### config.mk
export PLATFORM = sky130hd
export DESIGN_NAME = ddp_result_sink_flat
export DESIGN_NICKNAME = d
export VERILOG_FILES = /design/src/rtl/ddp_result_sink_if.sv /design/src/rtl/ddp_result_sink.sv /design/src/flat_wrapper.sv
export SDC_FILE = /design/constraint.sdc
export NUM_CORES = 1
export LEC_CHECK = 0
export CAP_MARGIN = 20
export CORE_AREA = 5 5 171 173
export DETAILED_ROUTE_END_ITERATION = 10
export DIE_AREA = 0 0 176 178
export GPL_ROUTABILITY_DRIVEN = 0
export GPL_TIMING_DRIVEN = 0
export PLACE_DENSITY_LB_ADDON = 0.3
export SLEW_MARGIN = 20
export SYNTH_ARGS = -nofsm -noshare
export SYNTH_HDL_FRONTEND = slang
export SYNTH_SLANG_ARGS = --single-unit
### constraint.sdc
create_clock -name CP -period 6.1 [get_ports CP]
set_input_delay 1.22 -clock CP [delete_from_list [all_inputs] [get_ports CP]]
set_output_delay 1.22 -clock CP [all_outputs]
set_load 0.05 [all_outputs]
### src/rtl/ddp_result_sink_if.sv
// ddp_result_sink_if
// Bundles the result-port handshake (Send_in/Ack_out/PACKET_IN) and the host
// read port (RD_EN/PACKET_OUT/VALID_OUT plus FIFO status) of ddp_result_sink.
//   master : processor + host side (drives Send_in, PACKET_IN, RD_EN)
//   slave  : the result sink (drives Ack_out, PACKET_OUT, VALID_OUT, EMPTY,
//            FULL, COUNT, ACCEPTED)
// Parameters must match the ones given to ddp_result_sink.
interface ddp_result_sink_if #(
   parameter int PACKET_W = 32,
   parameter int DEPTH    = 8,
   parameter int CNT_W    = 16
);
   localparam int COUNT_W = $clog2(DEPTH) + 1;

   logic                Send_in;
   logic                Ack_out;
   logic [PACKET_W-1:0] PACKET_IN;
   logic                RD_EN;
   logic [PACKET_W-1:0] PACKET_OUT;
   logic                VALID_OUT;
   logic                EMPTY;
   logic                FULL;
   logic [COUNT_W-1:0]  COUNT;
   logic [CNT_W-1:0]    ACCEPTED;

   modport master (
      output Send_in, PACKET_IN, RD_EN,
      input  Ack_out, PACKET_OUT, VALID_OUT, EMPTY, FULL, COUNT, ACCEPTED
   );

   modport slave (
      input  Send_in, PACKET_IN, RD_EN,
      output Ack_out, PACKET_OUT, VALID_OUT, EMPTY, FULL, COUNT, ACCEPTED
   );
endinterface

### src/rtl/ddp_result_sink.sv
// ddp_result_sink
// Terminates the processor's result-port four-phase Send/Ack handshake, stores
// each accepted packet in a DEPTH-entry synchronous FIFO and serves the host
// through a clocked pop port.
//   CP  : clock, all state on the rising edge
//   MR  : asynchronous active-high reset
//   bus : ddp_result_sink_if.slave
//         Send_in (async request), PACKET_IN (bundled data), Ack_out (registered)
//         RD_EN (pop), PACKET_OUT/VALID_OUT (registered pop result)
//         EMPTY, FULL, COUNT (occupancy), ACCEPTED (packets accepted, wraps)
//
// state | meaning
// ------+-------------------------------------------------------------
// IDLE  | Ack_out low; waiting for send_s with room in the FIFO
// ACK   | packet written, Ack_out high; waiting for send_s to drop
module ddp_result_sink #(
   parameter int PACKET_W = 32,
   parameter int DEPTH    = 8,
   parameter int CNT_W    = 16
) (
   input logic              CP,
   input logic              MR,
   ddp_result_sink_if.slave bus
);
   localparam int AW = $clog2(DEPTH);
   localparam int CW = AW + 1;
   localparam logic [CW-1:0] DEPTH_C = CW'(DEPTH);

   localparam logic [0:0] IDLE = 1'b0;
   localparam logic [0:0] ACK  = 1'b1;

   logic [0:0]          state;
   logic                send_meta;
   logic                send_s;
   logic                ack;
   logic [PACKET_W-1:0] mem [DEPTH];
   logic [AW-1:0]       wr_ptr;
   logic [AW-1:0]       rd_ptr;
   logic [CW-1:0]       count;
   logic [CNT_W-1:0]    accepted;
   logic [PACKET_W-1:0] packet_out;
   logic                valid_out;
   logic                full;
   logic                empty;
   logic                wr_en;
   logic                rd_en;

   // Status comes from the registered count, so a pop and a push in the same
   // cycle never see each other: a full FIFO defers the push by one cycle and
   // an empty FIFO ignores the pop.
   assign full  = (count == DEPTH_C);
   assign empty = (count == '0);
   assign wr_en = (state == IDLE) && send_s && !full;
   assign rd_en = bus.RD_EN && !empty;

   // Send_in is asynchronous to CP; PACKET_IN is bundled data and is only
   // sampled once send_s is high, so it needs no synchronizer.
   always_ff @(posedge CP or posedge MR) begin
      if (MR) begin
         send_meta <= 1'b0;
         send_s    <= 1'b0;
      end else begin
         send_meta <= bus.Send_in;
         send_s    <= send_meta;
      end
   end

   always_ff @(posedge CP or posedge MR) begin
      if (MR) begin
         state <= IDLE;
         ack   <= 1'b0;
      end else begin
         case (state)
            IDLE: if (wr_en) begin
               state <= ACK;
               ack   <= 1'b1;
            end
            ACK: if (!send_s) begin
               state <= IDLE;
               ack   <= 1'b0;
            end
            default: begin
               state <= IDLE;
               ack   <= 1'b0;
            end
         endcase
      end
   end

   // Storage is deliberately left out of reset.
   always_ff @(posedge CP) begin
      if (wr_en) mem[wr_ptr] <= bus.PACKET_IN;
   end

   always_ff @(posedge CP or posedge MR) begin
      if (MR) begin
         wr_ptr   <= '0;
         rd_ptr   <= '0;
         count    <= '0;
         accepted <= '0;
      end else begin
         if (wr_en) begin
            wr_ptr   <= wr_ptr + 1'b1;
            accepted <= accepted + 1'b1;
         end
         if (rd_en) rd_ptr <= rd_ptr + 1'b1;
         case ({wr_en, rd_en})
            2'b10:   count <= count + 1'b1;
            2'b01:   count <= count - 1'b1;
            default: count <= count;
         endcase
      end
   end

   always_ff @(posedge CP or posedge MR) begin
      if (MR) begin
         packet_out <= '0;
         valid_out  <= 1'b0;
      end else begin
         valid_out <= rd_en;
         if (rd_en) packet_out <= mem[rd_ptr];
      end
   end

   assign bus.Ack_out    = ack;
   assign bus.PACKET_OUT = packet_out;
   assign bus.VALID_OUT  = valid_out;
   assign bus.EMPTY      = empty;
   assign bus.FULL       = full;
   assign bus.COUNT      = count;
   assign bus.ACCEPTED   = accepted;
endmodule

### src/flat_wrapper.sv
// flat-port wrapper written by rule: the top's interface ports become plain ports
module ddp_result_sink_flat 
#(
   parameter int PACKET_W = 32,
   parameter int DEPTH    = 8,
   parameter int CNT_W    = 16
)
  (CP, MR, bus_Send_in, bus_PACKET_IN, bus_RD_EN, bus_Ack_out, bus_PACKET_OUT, bus_VALID_OUT, bus_EMPTY, bus_FULL, bus_COUNT, bus_ACCEPTED);
  ddp_result_sink_if #(.PACKET_W(PACKET_W), .DEPTH(DEPTH), .CNT_W(CNT_W)) bus_i ();
  input logic CP;
  input logic MR;
  input wire logic [$bits(bus_i.Send_in)-1:0] bus_Send_in;
  input wire logic [$bits(bus_i.PACKET_IN)-1:0] bus_PACKET_IN;
  input wire logic [$bits(bus_i.RD_EN)-1:0] bus_RD_EN;
  output wire logic [$bits(bus_i.Ack_out)-1:0] bus_Ack_out;
  output wire logic [$bits(bus_i.PACKET_OUT)-1:0] bus_PACKET_OUT;
  output wire logic [$bits(bus_i.VALID_OUT)-1:0] bus_VALID_OUT;
  output wire logic [$bits(bus_i.EMPTY)-1:0] bus_EMPTY;
  output wire logic [$bits(bus_i.FULL)-1:0] bus_FULL;
  output wire logic [$bits(bus_i.COUNT)-1:0] bus_COUNT;
  output wire logic [$bits(bus_i.ACCEPTED)-1:0] bus_ACCEPTED;
  assign bus_i.Send_in = bus_Send_in;
  assign bus_i.PACKET_IN = bus_PACKET_IN;
  assign bus_i.RD_EN = bus_RD_EN;
  assign bus_Ack_out = bus_i.Ack_out;
  assign bus_PACKET_OUT = bus_i.PACKET_OUT;
  assign bus_VALID_OUT = bus_i.VALID_OUT;
  assign bus_EMPTY = bus_i.EMPTY;
  assign bus_FULL = bus_i.FULL;
  assign bus_COUNT = bus_i.COUNT;
  assign bus_ACCEPTED = bus_i.ACCEPTED;
  ddp_result_sink #(.PACKET_W(PACKET_W), .DEPTH(DEPTH), .CNT_W(CNT_W)) u_core (.CP(CP), .MR(MR), .bus(bus_i));
endmodule
==> metrics.yaml <==
status: "finished clean"
cp_num_buf_inv: 2
wl_per_cell_um: 22.4
r2r_cells: 10
pin_count: 92
crit_path_top_delay_cell: "clkdlybuf4s50_1"
synthCells: 610
end_kind: "primary output"
netlist_area_mm2: 0.0122
area_growth_pct: 23.4
clk_latency_ns: 0.52
powerDensity_mw_per_mm2: 481
drc_errors: 0
rows: 61
worstPathArrival_ns: 2.45
hp-class: "flip-flop to flip-flop"
synth_nets: 653
grt_pass1_wl_um: 39300
synth_top_area_share_pct: 63.1
crit_path_cell_trace: "or4b_4 > clkinv_4 > clkdlybuf4s50_1"
cts.sinks: 319
drt_wl_total_um: 25500
cts_tree: "done"
grt_overflow: 0
final_cells: 1139
synth-seq-area-share_pct: 76.0
slew_viol_final: 0
cap_violations: 0
die_w_um: 176
async_flop_share_pct: 19.7
diodes: 0
hold_buffers: 0
ctsRootBufferMaster: "clkbuf_16"
cp_max_fo: 6
core-area_mm2: 0.0275
synth.most_common_cell: "edfxtp_1"
clk_pin_slew_ns: 0.06
num_vias: 6159
hold_violations: 0
cts_buffers: 34
slew_headroom_pct: 43.3
grt_max_degree: 51
fillCellCount: 2052
leakage_nw: 5.23
cpPeakStageDelay_ns: 0.80
h-tree-depth: 2
required_ns: 4.88
synthDistinctLibCells: 39
power_w: 0.00724
drive_gt1_share_pct: 23.8
max-vdd-ir-drop_v: 0.000214
startpoint: "u_core.bus.COUNT[0]$_DFFE_PP0P_"
hold_path_depth: 0
start_util_pct: 44.3
yosys.area.top_type: "edfxtp_1"
crit_path_end: "bus_FULL"
synth-seq-cells: 319
io_buffers: 91
final.period_utilization_pct: 60.2
die-area_mm2: 0.0313
fp.dieH_um: 178
pre_cts_slack_ns: 2.35
nets: 811
finClkSkew_ns: 0.0218
worst_slack_ns: 2.43
grt_pass1_vias: 6438
dp_cells: 1078
rrSetupSlack_ns: 3.09
tightestPinTransition_ns: 0.851
synthTopCellsByCount: "edfxtp_1, mux4_2, dfrtp_1"
finalCriticalPeriod_ns: 3.67
worstReg2RegEnd: "u_core.bus.COUNT[3]$_DFFE_PP0P_"
cp.depth: 3
start_kind: "flip-flop"
r2r-start: "u_core.bus.COUNT[0]$_DFFE_PP0P_"
path_delay_family: "buffers and inverters"
syn_area_per_cell_um2: 20.0
max_freq_mhz: 272
yosys_warnings: 0
antenna_found_initial: 2
cts_buffer_depth: 3
cts_resized: 0
grt_usage_pct: 16.7
synth_edf_count: 256
synth.area.top_cells: "edfxtp_1, dfrtp_1, mux4_2"
cts_setup_buffers: 0
viasPerCell: 5.41
dpl.hpwl_um: 17000
setup_violations: 0
firstDrtPassIters: 4
drtAntennaViolNets: 0
synth_ff_type: "edfxtp_1"
first_iter_violations: 425
worst-setup-path-type: "flip-flop to primary output"
rsz0062_at_grt: "false"
seqCellArea_mm2: 0.00926
multi_input_area_mm2: 0.00276
-- state kept, by name (all words and copies together), names as in the netlist --
name                   cells
u_core.bus.VALID_OUT       1
u_core.wr_ptr              3
u_core.send_s              1
u_core.rd_ptr              3
u_core.send_meta           1
u_core.bus.Ack_out         1
u_core.state               1
u_core.bus.PACKET_OUT     32
u_core.bus.COUNT           4
u_core.mem               256
u_core.bus.ACCEPTED       16
-- how the worst min path moves through the flow --
stage / startpoint / to / slack, ns
detailed placement: u_core.send_meta$_DFF_PP0_ / u_core.send_s$_DFF_PP0_ / 0.36
global placement: u_core.send_meta$_DFF_PP0_ / u_core.send_s$_DFF_PP0_ / 0.34
floorplan: u_core.send_meta$_DFF_PP0_ / u_core.send_s$_DFF_PP0_ / 0.33
CTS: u_core.send_meta$_DFF_PP0_ / u_core.send_s$_DFF_PP0_ / 0.37
finish: u_core.send_meta$_DFF_PP0_ / u_core.send_s$_DFF_PP0_ / 0.36
global route: u_core.send_meta$_DFF_PP0_ / u_core.send_s$_DFF_PP0_ / 0.37
-- through the flow --
stage          instance area (um2)  hold WS, ns  utilization, %  TNS, ns
4_1_cts                      15000        0.368            54.7        0
5_1_grt                      15000        0.368            54.7        0
2_1_floorplan                12200        0.331               -        0
6_report                     15000        0.361            54.7        0
3_3_place_gp                 13500        0.342            49.2   -70.67
3_5_place_dp                 13900        0.361            50.6        0
-- layout make-up --
cell class,count,share of cell area (%)
well taps,346,2.88
flip-flops and latches,319,61.6
clock inverters,17,1.29
clock buffers,44,6.25
plain buffers,26,1.09
multi-input cells,256,18.3
repair buffers,122,8.23
inverters,9,0.324
-- where the power goes --
| group | switching (W) | internal, W | total [W] |
|---|---|---|---|
| sequential | 0.000177 | 0.00266 | 0.00284 |
| combinational | 0.00138 | 0.000970 | 0.00235 |
| clock | 0.000823 | 0.00123 | 0.00205 |
| total | 0.00238 | 0.00486 | 0.00724 |
-- cells in the final DEF, fill, tap and decap left out, drive strengths merged --
| cell | count |
|---|---|
| nand3 | 7 |
| nand2b | 3 |
| ha | 6 |
| or4b | 1 |
| nand2 | 53 |
| nor4 | 2 |
| buf | 52 |
| xor2 | 2 |
| bufinv | 3 |
| dfrtp | 63 |
| o21ai | 35 |
| a21oi | 1 |
| clkinvlp | 4 |
| a21o | 1 |
| or4 | 1 |
| nand4b | 1 |
| nand4 | 7 |
| clkdlybuf4s50 | 91 |
| a2111oi | 1 |
| nor3 | 8 |
| or2b | 1 |
| fa | 1 |
| xnor2 | 19 |
| edfxtp | 256 |
| clkinv | 10 |
| mux4 | 64 |
| and3 | 1 |
| clkbuf | 49 |
| inv | 9 |
| o21a | 1 |
| nor2 | 7 |
| mux2i | 33 |
-- routing by layer --
metal,wire length (um),global-route usage [%]
met3,1480,3.90
met5,25,0
met1,10900,22.9
met4,382,3.61
met2,12700,27.7
-- cell families after synthesis --
group	Yosys count	synth area share, %
DFF	319	76.0
muxes	97	14.5
and+or+nand+nor	92	3.74
AOI/OAI and AO/OA	39	1.67
buffers and inverters	35	1.73
xor gates and xnor gates	21	1.51
adders and majority gates	7	0.780
(Power assumes the default switching activity.)
